==> src/rtl/cacheline_adaptor_if.sv <==
// Cacheline adaptor bus bundle.
// Cache side : line_i/address_i/read_i/write_i in, line_o/resp_o out.
// Memory side: burst_i/resp_i in, burst_o/address_o/read_o/write_o out.
// slave  = the adaptor's view, master = the cache+memory environment's view.
interface cacheline_adaptor_if #(
  parameter int s_line  = 256,
  parameter int s_burst = 64
);
  logic [s_line-1:0]  line_i;
  logic [s_line-1:0]  line_o;
  logic [31:0]        address_i;
  logic               read_i;
  logic               write_i;
  logic               resp_o;
  logic [s_burst-1:0] burst_i;
  logic [s_burst-1:0] burst_o;
  logic [31:0]        address_o;
  logic               read_o;
  logic               write_o;
  logic               resp_i;

  modport slave (
    input  line_i, address_i, read_i, write_i, burst_i, resp_i,
    output line_o, resp_o, burst_o, address_o, read_o, write_o
  );

  modport master (
    output line_i, address_i, read_i, write_i, burst_i, resp_i,
    input  line_o, resp_o, burst_o, address_o, read_o, write_o
  );
endinterface

==> src/rtl/cacheline_adaptor.sv <==
// Cacheline adaptor: single-cycle s_line transfers on the cache side become
// n_beats-beat s_burst bursts on the memory side, and back.
// Ports:
//   clk - clock, rising edge
//   rst - asynchronous active-low reset
//   bus - cacheline_adaptor_if.slave (cache request/line, memory burst signals)
// All outputs are registered or decoded from registered state only.
module cacheline_adaptor #(
  parameter int s_line  = 256,
  parameter int s_burst = 64,
  parameter int n_beats = s_line / s_burst
) (
  input  logic                   clk,
  input  logic                   rst,
  cacheline_adaptor_if.slave     bus
);
  localparam int CW = $clog2(n_beats);

  typedef enum logic [1:0] {IDLE, READ, WRITE, DONE} state_t;

  state_t            r_state, w_next;
  logic [CW-1:0]     r_cnt;
  logic [s_line-1:0] r_buf;
  logic [31:0]       r_addr;
  logic              w_last;

  // Handshake on the final beat closes the burst.
  assign w_last = bus.resp_i && (r_cnt == CW'(n_beats - 1));

  always_ff @(posedge clk or negedge rst) begin
    if (!rst) r_state <= IDLE;
    else      r_state <= w_next;
  end

  always_comb begin
    w_next = r_state;
    case (r_state)
      IDLE:  if (bus.write_i)     w_next = WRITE;  // write wins a tie
             else if (bus.read_i) w_next = READ;
      READ:  if (w_last)          w_next = DONE;
      WRITE: if (w_last)          w_next = DONE;
      DONE:                       w_next = IDLE;
      default:                    w_next = IDLE;
    endcase
  end

  // Line buffer, beat counter and latched address. The counter wraps to 0
  // on the last beat, which is harmless since IDLE clears it anyway.
  always_ff @(posedge clk or negedge rst) begin
    if (!rst) begin
      r_buf  <= '0;
      r_cnt  <= '0;
      r_addr <= '0;
    end else begin
      case (r_state)
        IDLE: begin
          if (bus.write_i) begin
            r_buf  <= bus.line_i;
            r_addr <= {bus.address_i[31:5], 5'b0};
            r_cnt  <= '0;
          end else if (bus.read_i) begin
            r_addr <= {bus.address_i[31:5], 5'b0};
            r_cnt  <= '0;
          end
        end
        READ: begin
          if (bus.resp_i) begin
            r_buf[r_cnt*s_burst +: s_burst] <= bus.burst_i;
            r_cnt <= r_cnt + CW'(1);
          end
        end
        WRITE: begin
          if (bus.resp_i) r_cnt <= r_cnt + CW'(1);
        end
        default: ;
      endcase
    end
  end

  assign bus.read_o    = (r_state == READ);
  assign bus.write_o   = (r_state == WRITE);
  assign bus.resp_o    = (r_state == DONE);
  assign bus.address_o = r_addr;
  assign bus.line_o    = r_buf;
  // Tracks the counter, so it holds through resp_i gaps; zero after reset
  // because the buffer is cleared.
  assign bus.burst_o   = r_buf[r_cnt*s_burst +: s_burst];
endmodule

==> src/flat_wrapper.sv <==
// flat-port wrapper written by rule: the top's interface ports become plain ports
module cacheline_adaptor_flat 
#(
  parameter int s_line  = 256,
  parameter int s_burst = 64,
  parameter int n_beats = s_line / s_burst
)
  (clk, rst, bus_line_i, bus_address_i, bus_read_i, bus_write_i, bus_burst_i, bus_resp_i, bus_line_o, bus_resp_o, bus_burst_o, bus_address_o, bus_read_o, bus_write_o);
  cacheline_adaptor_if #(.s_line(s_line), .s_burst(s_burst)) bus_i ();
  input  logic clk;
  input  logic rst;
  input wire logic [$bits(bus_i.line_i)-1:0] bus_line_i;
  input wire logic [$bits(bus_i.address_i)-1:0] bus_address_i;
  input wire logic [$bits(bus_i.read_i)-1:0] bus_read_i;
  input wire logic [$bits(bus_i.write_i)-1:0] bus_write_i;
  input wire logic [$bits(bus_i.burst_i)-1:0] bus_burst_i;
  input wire logic [$bits(bus_i.resp_i)-1:0] bus_resp_i;
  output wire logic [$bits(bus_i.line_o)-1:0] bus_line_o;
  output wire logic [$bits(bus_i.resp_o)-1:0] bus_resp_o;
  output wire logic [$bits(bus_i.burst_o)-1:0] bus_burst_o;
  output wire logic [$bits(bus_i.address_o)-1:0] bus_address_o;
  output wire logic [$bits(bus_i.read_o)-1:0] bus_read_o;
  output wire logic [$bits(bus_i.write_o)-1:0] bus_write_o;
  assign bus_i.line_i = bus_line_i;
  assign bus_i.address_i = bus_address_i;
  assign bus_i.read_i = bus_read_i;
  assign bus_i.write_i = bus_write_i;
  assign bus_i.burst_i = bus_burst_i;
  assign bus_i.resp_i = bus_resp_i;
  assign bus_line_o = bus_i.line_o;
  assign bus_resp_o = bus_i.resp_o;
  assign bus_burst_o = bus_i.burst_o;
  assign bus_address_o = bus_i.address_o;
  assign bus_read_o = bus_i.read_o;
  assign bus_write_o = bus_i.write_o;
  cacheline_adaptor #(.s_line(s_line), .s_burst(s_burst), .n_beats(n_beats)) u_core (.clk(clk), .rst(rst), .bus(bus_i));
endmodule
==> config.mk <==
export PLATFORM = sky130hd
export DESIGN_NAME = cacheline_adaptor_flat
export DESIGN_NICKNAME = d
export VERILOG_FILES = /design/src/rtl/cacheline_adaptor_if.sv /design/src/rtl/cacheline_adaptor.sv /design/src/flat_wrapper.sv
export SDC_FILE = /design/constraint.sdc
export NUM_CORES = 1
export LEC_CHECK = 0
export BUFFER_PORTS_ARGS = -buffer_cell sky130_fd_sc_hd__buf_2
export CAP_MARGIN = 0
export CORE_AREA = 2 2 281 283
export CTS_CLUSTER_SIZE = 24
export DETAILED_ROUTE_END_ITERATION = 10
export DIE_AREA = 0 0 283 285
export GPL_TIMING_DRIVEN = 0
export PLACE_DENSITY = 0.45
export SLEW_MARGIN = 20
export SYNTH_ARGS = -nofsm -noshare
export SYNTH_HDL_FRONTEND = slang
export SYNTH_SLANG_ARGS = --single-unit
==> constraint.sdc <==
create_clock -name clk -period 2.8 [get_ports clk]
set_input_delay 0 -clock clk [delete_from_list [all_inputs] [get_ports clk]]
set_output_delay 0 -clock clk [all_outputs]
set_load 0.05 [all_outputs]
==> flow_metrics.tcl <==
set metrics [dict create \
    clkTransAtPathRegs_ns 0.06 \
    port_buffers 700 \
    synth_edf_count 0 \
    ant_nets 0 \
    critPathMaxStageDelay_ns 0.42 \
    drc 0 \
    antenna_found_initial 8 \
    finish.net_count 2700 \
    rrSetupSlack_ns 0.09 \
    slowest_stage "dfrtp_2" \
    die_width_um 283 \
    cap_violations 0 \
    core-area_mm2 0.0780 \
    synth_area_leaders "dfrtp_1 (43%), mux2_2 (11%), mux4_2 (8.7%), a32o_1 (7.7%), a41o_1 (7.7%)" \
    yosysUniqueCellTypes 34 \
    firstDrtPassIters 5 \
    fmax_ghz 0.370 \
    status "finished, final reports clean" \
    finish.utilization_pct 34.5 \
    fin_worst_skew_ns 0.0284 \
    stdcell_count 3419 \
    cts_sinks 287 \
    finalWirelength_mm 89.7 \
    core.rowCount 103 \
    required_ns 3.24 \
    worst_pin_slew_ns 1.08 \
    floorplan.die.height_um 285 \
    critPathMaxFanout 10 \
    path_class "reg2reg" \
    crit_chain "buf_12 > buf_16 > buf_12 > inv_1 > ha_1 > and2_1 > buf_4 > clkbuf_8 > a32o_1 > mux2_2" \
    cts_buffers 39 \
    ys_ff_latch 287 \
    area_growth_pct 61.5 \
    power_density_mw_per_mm2 1540 \
    grt_util_all_layers_pct 21.5 \
    period_needed_ns 2.71 \
    cts.htree.levels 2 \
    drt_iter0_markers 766 \
    via_per_inst 4.80 \
    max-slew-margin-rel_pct 28.3 \
    dp_cells 2972 \
    hp-class "in2reg" \
    cp-start-kind "flop" \
    initial_utilization_pct 21.3 \
    place.gp.congestion 0.863 \
    yosys.area.top_type "dfrtp_1" \
    cp.arrival_ns 3.14 \
    cpMostUsedCell "buf_12" \
    drive_gt1_share_pct 49.2 \
    ys.flop_type "dfrtp_1" \
    synth_most_common_cell "dfrtp_1" \
    period_share_pct 96.6 \
    syn_area_mm2 0.0166 \
    grt_pass1_wl_mm 127 \
    synth.yosys.warnings 0 \
    rsz0062_at_grt "no" \
    pin_count 712 \
    dieArea_mm2 0.0807 \
    ys_top_cells_by_count "dfrtp_1 (287), mux2_2 (163), nor2b_1 (133), a32o_1 (128), a41o_1 (128)" \
    hold_viol 0 \
    root_buffer "clkbuf_16" \
    tritoncts "done" \
    async_flop_share_pct 100 \
    routed-via-count 16400 \
    setup_violations 0 \
    yosysSeqAreaShare_pct 43.2 \
    crit_path_end_kind "flop" \
    dp_hpwl_mm 64.4 \
    slew_viol_final 0 \
    synth.avg_cell_area_um2 13.7 \
    clockBufferDepth 3 \
    p_leak_uw 0.0129 \
    first_global_vias 17800 \
    setup_tns_ns 0 \
    clkLatencyLatePin_ns 0.57 \
    wl_per_cell_um 26.2 \
    post-synth-top-area-fraction_pct 43.2 \
    grt_overflow 0 \
    grt_start_max_net_pins 82 \
    syn_inst 1215 \
    ir_drop_uv 906 \
]
stage by stage:
stage | setup slack [ns] | instance area [um2] | total power, uW | hold slack (ns)
finish | 0.0948 | 26900 | 41300 | 0.0346
global route | 0.00897 | 26900 | 43000 | 0.0419
CTS | 0.00536 | 26800 | 41600 | 0.0136
detailed placement | -1.21 | 21600 | 35000 | 0.0156
global placement | -4.39 | 21500 | 34700 | 0.233
floorplan | 0.205 | 16600 | 26800 | -0.296
registers in the layout, summed over array words and instances (netlist names):
signal and flops:
u_core.bus.line_o 256, u_core.r_cnt 2, u_core.r_state 2, u_core.bus.address_o 27
worst paths after layout:
check                                              start                  endpoint  depth (start not counted)
worst max-delay path                     u_core.r_cnt[0]     u_core.bus.line_o[96]                         10
max in group asynchronous                            rst    u_core.bus.line_o[100]                          5
worst min register to register  u_core.bus.address_o[12]  u_core.bus.address_o[12]                          1
min in group asynchronous                            rst    u_core.bus.line_o[137]                          3
worst min-delay path                      bus_line_i[30]     u_core.bus.line_o[30]                          4
worst max register to register           u_core.r_cnt[0]     u_core.bus.line_o[96]                         10
layer usage:
metal / global-route usage [%] / up-vias / share of wire [%] / wire length [um]
met4: 7.25 / 4 / 3.0 / 2680
met2: 37.0 / 730 / 49 / 44000
met1: 26.6 / 8409 / 41 / 37000
met3: 4.90 / 135 / 6.7 / 5960
met5: 0 / - / 0.030 / 27
li1: - / 7117 / - / -
cells by family (layout without fill, tap and decap cells):
kind of cell | count (synthesis) | after routing | synth area share [%]
adder cells (fa/ha/maj) | 10 | 10 | 0.752
buffers and inverters | 153 | 1296 | 6.05
AND/OR/NAND/NOR | 146 | 146 | 5.45
other | 1 | 12 | 0.0225
flip-flops | 287 | 287 | 43.2
AO/OA/AOI/OAI | 270 | 270 | 16.3
multiplexers | 348 | 348 | 28.3
layout by cell type (no fill, tap or decap), types with 2 or more instances in the layout:
cell,instances
a21oi_4,4
a41o_1,128
inv_1,5
conb_1,5
o22ai_1,3
clkbuf_8,20
a32o_1,128
buf_6,47
mux2_2,163
clkdlybuf4s15_2,2
nor3b_1,2
buf_12,6
nand2b_1,2
mux2_1,105
clkbuf_4,11
ha_1,10
dfrtp_1,286
buf_4,16
buf_8,2
mux2_4,15
clkbuf_16,40
diode_2,7
mux4_2,64
clkbuf_2,14
a22o_1,2
clkbuf_1,22
buf_16,4
nand2_1,5
bufinv_16,3
buf_2,740
nor2b_1,133
dlygate4sd3_1,359
report_power, final:
part           internal (uW)  leakage, uW  switching [uW]  total, uW
logic                   8850      0.00872           18700      27500
clock network           3370     0.000686            2090       5460
registers               6280      0.00351            1990       8270
total                  18500       0.0129           22800      41300
repair_timing:
item / 4_1_cts / 5_1_grt
buffers inserted: 11 / 0
hold endpoints to repair: 494 / 0
hold buffers: 359 / 0
pin swaps: 2 / 0
setup endpoints to repair: 296 / 137
cloned: 0 / 0
gates resized for setup: 56 / 24
cell type report:
cell class | instances | area [um2]
tap | 1050 | 1310
sequential | 287 | 7180
fill | 7836 | 51100
multi-input combinational | 779 | 8460
clock buffer | 63 | 1270
timing repair buffer | 1073 | 7320
clock inverter | 7 | 128
inverter | 6 | 22.5
buffer | 147 | 1150
antenna | 7 | 17.5
worst max-delay path: cells and delay by family, from the launching register on:
family                     cells  cell delay, ns
buffers and inverters          6            0.96
DFF                            1            0.42
adders and majority gates      1            0.36
AOI/OAI and AO/OA              1            0.33
muxes                          1            0.28
and+or+nand+nor                1            0.17
Note: power is estimated with default switching activity, not from simulation.
